<file path="src/rtl/btn_debounce_if.sv">
// Pin-side bundle for btn_debounce: raw pin level in, clean level and strobes out.
// dbg_state mirrors the filter FSM (0=STABLE_LOW 1=WAIT_HIGH 2=STABLE_HIGH 3=WAIT_LOW).
interface btn_debounce_if;
   logic       raw;
   logic       q;
   logic       rise;
   logic       fall;
   logic       long_press;
   logic [1:0] dbg_state;

   // Handshake: none. raw is a free-running asynchronous level; q/rise/fall/long_press
   // are registered in the clk domain and rise/fall/long_press are valid for exactly one cycle.
   modport master (
      output raw,
      input  q,
      input  rise,
      input  fall,
      input  long_press,
      input  dbg_state
   );

   modport slave (
      input  raw,
      output q,
      output rise,
      output fall,
      output long_press,
      output dbg_state
   );
endinterface

</file>
<file path="src/rtl/btn_debounce.sv">
// Pushbutton conditioner: multi-flop synchronizer followed by a per-edge stability filter.
// Optional long-hold strobe is built only when BTN_DEBOUNCE_LONG_PRESS_EN is defined.
module btn_debounce #(
   parameter int SYNC_STAGES       = 2,
   parameter int DEBOUNCE_CYCLES   = 12000,
   parameter bit INIT_LEVEL        = 1'b0,
   parameter int LONG_PRESS_CYCLES = 24000000
) (
   input logic           clk,
   input logic           rst,
   btn_debounce_if.slave bus
);

   typedef enum logic [1:0] {
      STABLE_LOW  = 2'd0,
      WAIT_HIGH   = 2'd1,
      STABLE_HIGH = 2'd2,
      WAIT_LOW    = 2'd3
   } state_t;

   localparam int          CW        = $clog2(DEBOUNCE_CYCLES + 1);
   localparam logic [CW:0] DEB_LIM   = (CW+1)'(DEBOUNCE_CYCLES);
   localparam bit          DIRECT    = (DEBOUNCE_CYCLES == 1);
   localparam state_t      RST_STATE = INIT_LEVEL ? STABLE_HIGH : STABLE_LOW;

   logic [SYNC_STAGES-1:0] sync_ff;
   logic                   s;

   state_t        state;
   state_t        state_nxt;
   logic [CW-1:0] cnt;
   logic [CW-1:0] cnt_nxt;
   logic [CW:0]   cnt_inc;
   logic          qualified;
   logic          q_r;
   logic          q_nxt;
   logic          rise_r;
   logic          rise_nxt;
   logic          fall_r;
   logic          fall_nxt;

   // Plain flop chain; nothing may sit between stages.
   always_ff @(posedge clk or posedge rst) begin
      if (rst) begin
         sync_ff <= {SYNC_STAGES{INIT_LEVEL}};
      end else begin
         sync_ff <= {sync_ff[SYNC_STAGES-2:0], bus.raw};
      end
   end

   assign s         = sync_ff[SYNC_STAGES-1];
   assign cnt_inc   = {1'b0, cnt} + (CW+1)'(1);
   assign qualified = (cnt_inc == DEB_LIM);

   always_ff @(posedge clk or posedge rst) begin
      if (rst) begin
         state  <= RST_STATE;
         cnt    <= '0;
         q_r    <= INIT_LEVEL;
         rise_r <= 1'b0;
         fall_r <= 1'b0;
      end else begin
         state  <= state_nxt;
         cnt    <= cnt_nxt;
         q_r    <= q_nxt;
         rise_r <= rise_nxt;
         fall_r <= fall_nxt;
      end
   end

   always_comb begin
      state_nxt = state;
      case (state)
         STABLE_LOW: begin
            if (s) state_nxt = DIRECT ? STABLE_HIGH : WAIT_HIGH;
         end
         WAIT_HIGH: begin
            if (!s)            state_nxt = STABLE_LOW;
            else if (qualified) state_nxt = STABLE_HIGH;
         end
         STABLE_HIGH: begin
            if (!s) state_nxt = DIRECT ? STABLE_LOW : WAIT_LOW;
         end
         WAIT_LOW: begin
            if (s)              state_nxt = STABLE_HIGH;
            else if (qualified) state_nxt = STABLE_LOW;
         end
         default: state_nxt = RST_STATE;
      endcase
   end

   // cnt defaults to zero: every path that leaves or stays out of a WAIT state clears it.
   always_comb begin
      cnt_nxt  = '0;
      q_nxt    = q_r;
      rise_nxt = 1'b0;
      fall_nxt = 1'b0;
      case (state)
         STABLE_LOW: begin
            if (s) begin
               if (DIRECT) begin
                  q_nxt    = 1'b1;
                  rise_nxt = 1'b1;
               end else begin
                  cnt_nxt = CW'(1);
               end
            end
         end
         WAIT_HIGH: begin
            if (s) begin
               if (qualified) begin
                  q_nxt    = 1'b1;
                  rise_nxt = 1'b1;
               end else begin
                  cnt_nxt = cnt_inc[CW-1:0];
               end
            end
         end
         STABLE_HIGH: begin
            if (!s) begin
               if (DIRECT) begin
                  q_nxt    = 1'b0;
                  fall_nxt = 1'b1;
               end else begin
                  cnt_nxt = CW'(1);
               end
            end
         end
         WAIT_LOW: begin
            if (!s) begin
               if (qualified) begin
                  q_nxt    = 1'b0;
                  fall_nxt = 1'b1;
               end else begin
                  cnt_nxt = cnt_inc[CW-1:0];
               end
            end
         end
         default: begin
            q_nxt = INIT_LEVEL;
         end
      endcase
   end

   assign bus.q         = q_r;
   assign bus.rise      = rise_r;
   assign bus.fall      = fall_r;
   assign bus.dbg_state = state;

`ifdef BTN_DEBOUNCE_LONG_PRESS_EN
   localparam int          HW     = $clog2(LONG_PRESS_CYCLES + 1);
   localparam logic [HW:0] LP_LIM = (HW+1)'(LONG_PRESS_CYCLES);

   logic [HW-1:0] hcnt;
   logic [HW-1:0] hcnt_nxt;
   logic [HW:0]   hcnt_inc;
   logic          lp_r;
   logic          lp_nxt;

   assign hcnt_inc = {1'b0, hcnt} + (HW+1)'(1);

   // The rise cycle is hold cycle 1; saturation at the limit keeps it to one pulse per press.
   always_comb begin
      hcnt_nxt = hcnt;
      lp_nxt   = 1'b0;
      if (rise_nxt) begin
         hcnt_nxt = HW'(1);
         lp_nxt   = (LP_LIM == (HW+1)'(1));
      end else if (!q_nxt) begin
         hcnt_nxt = '0;
      end else if (hcnt_inc <= LP_LIM) begin
         hcnt_nxt = hcnt_inc[HW-1:0];
         lp_nxt   = (hcnt_inc == LP_LIM);
      end
   end

   always_ff @(posedge clk or posedge rst) begin
      if (rst) begin
         hcnt <= '0;
         lp_r <= 1'b0;
      end else begin
         hcnt <= hcnt_nxt;
         lp_r <= lp_nxt;
      end
   end

   assign bus.long_press = lp_r;
`else
   assign bus.long_press = 1'b0;
`endif

endmodule
</file>
<file path="src/flat_wrapper.sv">
// flat-port wrapper written by rule: the top's interface ports become plain ports
module btn_debounce_flat 
#(
   parameter int SYNC_STAGES       = 2,
   parameter int DEBOUNCE_CYCLES   = 12000,
   parameter bit INIT_LEVEL        = 1'b0,
   parameter int LONG_PRESS_CYCLES = 24000000
)
  (clk, rst, bus_raw, bus_q, bus_rise, bus_fall, bus_long_press, bus_dbg_state);
  btn_debounce_if bus_i ();
  input logic clk;
  input logic rst;
  input wire logic [$bits(bus_i.raw)-1:0] bus_raw;
  output wire logic [$bits(bus_i.q)-1:0] bus_q;
  output wire logic [$bits(bus_i.rise)-1:0] bus_rise;
  output wire logic [$bits(bus_i.fall)-1:0] bus_fall;
  output wire logic [$bits(bus_i.long_press)-1:0] bus_long_press;
  output wire logic [$bits(bus_i.dbg_state)-1:0] bus_dbg_state;
  assign bus_i.raw = bus_raw;
  assign bus_q = bus_i.q;
  assign bus_rise = bus_i.rise;
  assign bus_fall = bus_i.fall;
  assign bus_long_press = bus_i.long_press;
  assign bus_dbg_state = bus_i.dbg_state;
  btn_debounce #(.SYNC_STAGES(SYNC_STAGES), .DEBOUNCE_CYCLES(DEBOUNCE_CYCLES), .INIT_LEVEL(INIT_LEVEL), .LONG_PRESS_CYCLES(LONG_PRESS_CYCLES)) u_core (.clk(clk), .rst(rst), .bus(bus_i));
endmodule
</file>
<file path="config.mk">
export PLATFORM = sky130hd
export DESIGN_NAME = btn_debounce_flat
export DESIGN_NICKNAME = d
export VERILOG_FILES = /design/src/rtl/btn_debounce_if.sv /design/src/rtl/btn_debounce.sv /design/src/flat_wrapper.sv
export SDC_FILE = /design/constraint.sdc
export NUM_CORES = 1
export LEC_CHECK = 0
export CAP_MARGIN = 20
export CORE_AREA = 2 2 59 55
export DETAILED_ROUTE_END_ITERATION = 7
export DIE_AREA = 0 0 61 57
export PLACE_DENSITY = 0.54
export SLEW_MARGIN = 20
export SYNTH_ARGS = -nofsm -noshare
export SYNTH_HDL_FRONTEND = slang
export SYNTH_SLANG_ARGS = --single-unit
</file>
<file path="constraint.sdc">
create_clock -name clk -period 3 [get_ports clk]
set_input_delay 0.9 -clock clk [delete_from_list [all_inputs] [get_ports clk]]
set_output_delay 0.9 -clock clk [all_outputs]
set_load 0.01 [all_outputs]
</file>
======== Yosys cells after proc, flatten, opt, wreduce, memory -nomap -nowiden ========
Index checks and enable logic that the tools add are counted.
W data, S select, Z words.
operators by class
  $add $sub $neg .......................... 1
  reduce and logical (&&, ||, !) cells .... 4
  mux-type cells .......................... 23
  equality and inequality tests ........... 12
operator list
  kind                     number
  $pmux W14 S4             1
  $mux W14                 3
  $add A14 B1 Y15 const B  1
  $eq A15 B14 Y1 const B   1
  $mux W2                  6
  $mux W1                  11
  $ne A2 B1 Y1 const B     4
  $pmux W2 S4              1
  $reduce_and A5 Y1        1
  $eq A2 B2 Y1 const B     2
  $ne A2 B2 Y1 const B     2
  $reduce_and A4 Y1        1
  $ne A3 B1 Y1 const B     1
  $ne A3 B3 Y1 const B     1
  $eq A2 B1 Y1 const B     1
  $logic_not A2 Y1         1
  $pmux W1 S2              1
  $reduce_bool A2 Y1       1
storage, ports and cells
  word-level logic and storage cells ...... 46
  bits of input ports ..................... 3
  flip-flop bits (word level) ............. 21
  output and inout port bits .............. 6

======== Longest topological paths before layout ========
  depth in word-level cells ............... 5
  mapped depth ............................ 8
  gate-level depth less buffers ........... 6

======== Worst setup path after synthesis ========
No wires, ideal clock.
  kind .................................... register -> register
  start point ............................. register u_core.cnt[0]
  end point ............................... register (tool-made name)
  library setup time ...................... 125 ps
  path slack .............................. 878 ps
  cell stages (with the launch flop) ...... 8
  buffers on the path ..................... 1
  period minus slack after synthesis ...... 2,122 ps
  required time ........................... 2,875 ps
  data arrival time ....................... 1,997 ps
  path through ............................ dfrtp_1 ha_1 and4_1 buf_2 xnor2_1 a31oi_4 nor4_4 mux2_4
RTL lines
  item                      RTL line            text
  start: declaration        btn_debounce.sv:31  logic [CW-1:0] cnt;
  start signal: assignment  btn_debounce.sv:64  cnt <= cnt_nxt;

======== Worst setup path in the final report ========
  start point ............................. register u_core.cnt[0]
  end point ............................... register u_core.cnt[6]
on the way
  longest elaborated chain between the ends .. 5
  elaborated cells between the ends (all ways) .. 6
  classes of those cells .................. 1 x add/sub; 1 x eq/ne; 4 x mux
ends and longest elaborated chain
  item                                RTL line                                  text
  $add A14 B1 Y15 *                   btn_debounce.sv:52                        assign cnt_inc = {1'b0, cnt} + (CW+1)'(1);
  $eq A15 B14 Y1                      btn_debounce.sv:53                        assign qualified = (cnt_inc == DEB_LIM);
  $mux W14 *                          btn_debounce.sv:111, btn_debounce.sv:131
  $mux W14, on equally long branches  btn_debounce.sv:130, btn_debounce.sv:110
  $pmux W14 S4 *                      btn_debounce.sv:98                        case (state)
  net u_core.cnt_nxt[6]               btn_debounce.sv:32                        logic [CW-1:0] cnt_nxt;
Mark *: on every way through the listed nets, which the timed path passes. The rest lies on a longest branch.
A chain may end at the register's enable or synchronous reset.

==> run_results.csv <==
group,metric,value,unit
critical_path,worstSetupStartpointType,"flop",
floorplanning,core,2920,µm²
placement,io_buffers,7,
floorplanning,fp-row-count,19,
logic_synthesis,ys_async_sr_fraction,1.00,
grt,grt_usage,0.130,
critical_path,worst_setup_path_end_kind,"flop",
outcome,status,"completed",
clocking,cts_root_buf,"clkbuf_4",
logic_synthesis,netlist_instances,100,
power_and_ir_drop,ir_worst_vdd,171,µV
logic_synthesis,synth_area_per_cell,10.9,µm²
logic_synthesis,synth-main-ff-cell,"dfrtp_1",
critical_path,crit_family,"compound AO/OA/AOI/OAI gates",
route,vias,719,
critical_path,criticalPathCategory,"flop to flop",
layout,antenna_cells,0,
critical_path,critical_path_buf_inv_count,0,
critical_path,max_stage_delay,0.79,ns
clocking,cts_buffers,3,
critical_path,crit_slowest_cell,"o41ai_4",
critical_path,r2r_cells,6,
clocking,ctsHtreeMaxLevel,1,
floorplanning,io_pins,9,
clocking,path_clk_slew,0.12,ns
floorplanning,die_y,57,µm
clocking,holdBufCountCts,0,
route,wirelength,1830,µm
critical_path,worstSetupStartpoint,"u_core.cnt[0]$_DFF_PP0_",
critical_path,worstPathCellList,"ha_1 > and4_1 > nand3_1 > xor2_1 > o41ai_4 > nor2_1",
layout,final_area,1200,µm²
clocking,clkSinkCount,21,
layout,fillers,290,
sta,fin_worst_skew,0.00839,ns
logic_synthesis,yosysTopAreaCellShare,0.482,
grt,grt_max_degree,22,
route,drtPass1Iterations,3,
layout,area_growth,10.4,%
power_and_ir_drop,p_leak,0.494,nW
sta,fin_setup_tns,0,ns
grt,grt_pass1_vias,764,
logic_synthesis,yosysSeqAreaShare,0.482,
logic_synthesis,ys_warn_count,0,
power_and_ir_drop,power_density,371,nW/µm²
sta,period_share,0.808,
floorplanning,die_w,61,µm
grt,met1_usage,0.175,
clocking,cts_max_path_buffers,2,
critical_path,crit_fanout,13,
grt,grt_pass1_wl,3420,µm
sta,slew_headroom,0.467,
sta,tightest_slew,0.798,ns
route,post_drt_wl_per_cell,12.4,µm
route,drc_errors,0,
grt,top_usage_layer,"met2",
sta,setup_viol,0,
layout,seq_area,526,µm²
clocking,cts_resized,0,
clocking,post_cts_buffers,0,
critical_path,worst_r2r_endpoint,"u_core.cnt[6]$_DFF_PP0_",
route,antenna_left,0,
grt,antenna_found_initial,0,
sta,drv_slew,0,
placement,dpl.hpwl,1330,µm
logic_synthesis,ys_types,36,
sta,hold_slack,0.363,ns
logic_synthesis,ys_seq_elements,21,
sta,grt_setup_unrepaired,"false",
layout,drive_above_1_share,0.113,
clocking,cts_tree,"yes",
critical_path,worstPathArrival,2.59,ns
sta,period_needed,2.42,ns
sta,fmax,413,MHz
logic_synthesis,syn_nets,104,
grt,gr-total-overflow,0,
logic_synthesis,synth.most_common_cell,"dfrtp_1",
route,viasPerCell,4.86,
hold_path,hp-class,"flop to flop",
critical_path,cp_num_cells,6,
logic_synthesis,synth-edff-count,0,
layout,finalNetCount,111,
grt,use_met3,0.0272,
critical_path,reg2reg_slack,0.58,ns
logic_synthesis,synth_top_area_cell,"dfrtp_1",
route,drt-initial-drc-count,34,
placement,placed_area,1180,µm²
clocking,clk_latency,0.29,ns
sta,hold_violations,0,
floorplanning,start_util,0.373,
logic_synthesis,synth_area,1090,µm²
logic_synthesis,synthTopCellsByArea,"dfrtp_1 48%, xnor2_1 7.2%, nor2_1 6.5%",
flow_run,maxCapViolCount,0,
hold_path,worstHoldStart,"u_core.sync_ff[0]$_DFF_PP0_",
layout,multiInputGateArea,512,µm²
floorplanning,die-area,3480,µm²
grt,grtUsageMet2,0.207,
critical_path,r2r-start,"u_core.cnt[0]$_DFF_PP0_",
critical_path,crit_required,3.16,ns
logic_synthesis,yosys-top-cells-count,"21 x dfrtp_1, 19 x nor2_1, 9 x xnor2_1",
critical_path,cp-endpoint,"u_core.cnt[6]$_DFF_PP0_",
placement,gp_congestion,0.724,
[sequential cells by signal, summed over array words and instances, names as in the netlist, named ones only]
name                  cells
u_core.bus.dbg_state      1
u_core.bus.fall           1
u_core.bus.q              1
u_core.bus.rise           1
u_core.cnt               14
u_core.sync_ff            2
[cells by family after synthesis]
kind of cell / count (synthesis) / synth area share
AOI/OAI and AO/OA: 9 / 0.0963
DFF: 21 / 0.482
muxes: 1 / 0.0138
other: 1 / 0.00344
buffers and inverters: 10 / 0.0493
adders and majority gates: 1 / 0.0115
and+or+nand+nor: 43 / 0.232
xor gates and xnor gates: 14 / 0.112
[cells in the final DEF, fill, tap and decap left out, types with 3 or more instances in the layout]
master	Yosys	routed
inv_1	5	5
clkdlybuf4s50_1	0	7
clkbuf_4	0	3
nor2_1	19	19
xor2_1	5	5
nand3_1	4	4
xnor2_1	9	9
dfrtp_1	21	21
nand2_1	5	5
nand4_1	3	3
[final cells by class]
type,count,area share
Multi-Input combinational cell,69,0.425
Tap cell,42,0.0436
Sequential cell,21,0.436
Clock buffer,4,0.0218
Timing Repair Buffer,7,0.0582
Inverter,5,0.0156
[metal layers]
layer / part of all wire / vias up
met1: 0.51 / 362
met2: 0.47 / 3
li1: - / 352
met3: 0.016 / 2
met5: 0 / -
met4: 0.0093 / 0
[stage by stage]
| step | total power, mW | cells | util | setup slack [ns] |
|---|---|---|---|---|
| after floorplan | 0.313 | 100 | - | 0.878 |
| after global placement | 0.319 | 144 | 0.403 | 0.661 |
| after detailed placement | 0.319 | 144 | 0.403 | 0.578 |
| after CTS | 0.454 | 148 | 0.412 | 0.566 |
| after global routing | 0.470 | 148 | 0.412 | 0.301 |
| final | 0.447 | 148 | 0.412 | 0.577 |
[power breakdown]
| part | internal (mW) | switching, mW | total, mW |
|---|---|---|---|
| clock network | 0.0516 | 0.0822 | 0.134 |
| logic | 0.00838 | 0.0136 | 0.0220 |
| registers | 0.287 | 0.00418 | 0.291 |
| total | 0.347 | 0.0999 | 0.447 |
[worst reg2reg max path: cells and delay by family, from the launching register on]
| family | cells | cell delay [ns] |
|---|---|---|
| AO/OA/AOI/OAI | 1 | 0.79 |
| adder cells (fa/ha/maj) | 1 | 0.25 |
| XOR/XNOR | 1 | 0.25 |
| AND/OR/NAND/NOR | 3 | 0.57 |
| flip-flops | 1 | 0.45 |
[worst min-delay path by stage]
stage	endpoint	cells past startpoint
3_5_place_dp	u_core.sync_ff[1]$_DFF_PP0_	0
5_1_grt	u_core.sync_ff[1]$_DFF_PP0_	0
4_1_cts	u_core.sync_ff[1]$_DFF_PP0_	0
6_report	u_core.sync_ff[1]$_DFF_PP0_	0
2_1_floorplan	u_core.sync_ff[1]$_DFF_PP0_	0
3_3_place_gp	u_core.sync_ff[1]$_DFF_PP0_	0
No activity file was read; power rests on OpenSTA's default activity.
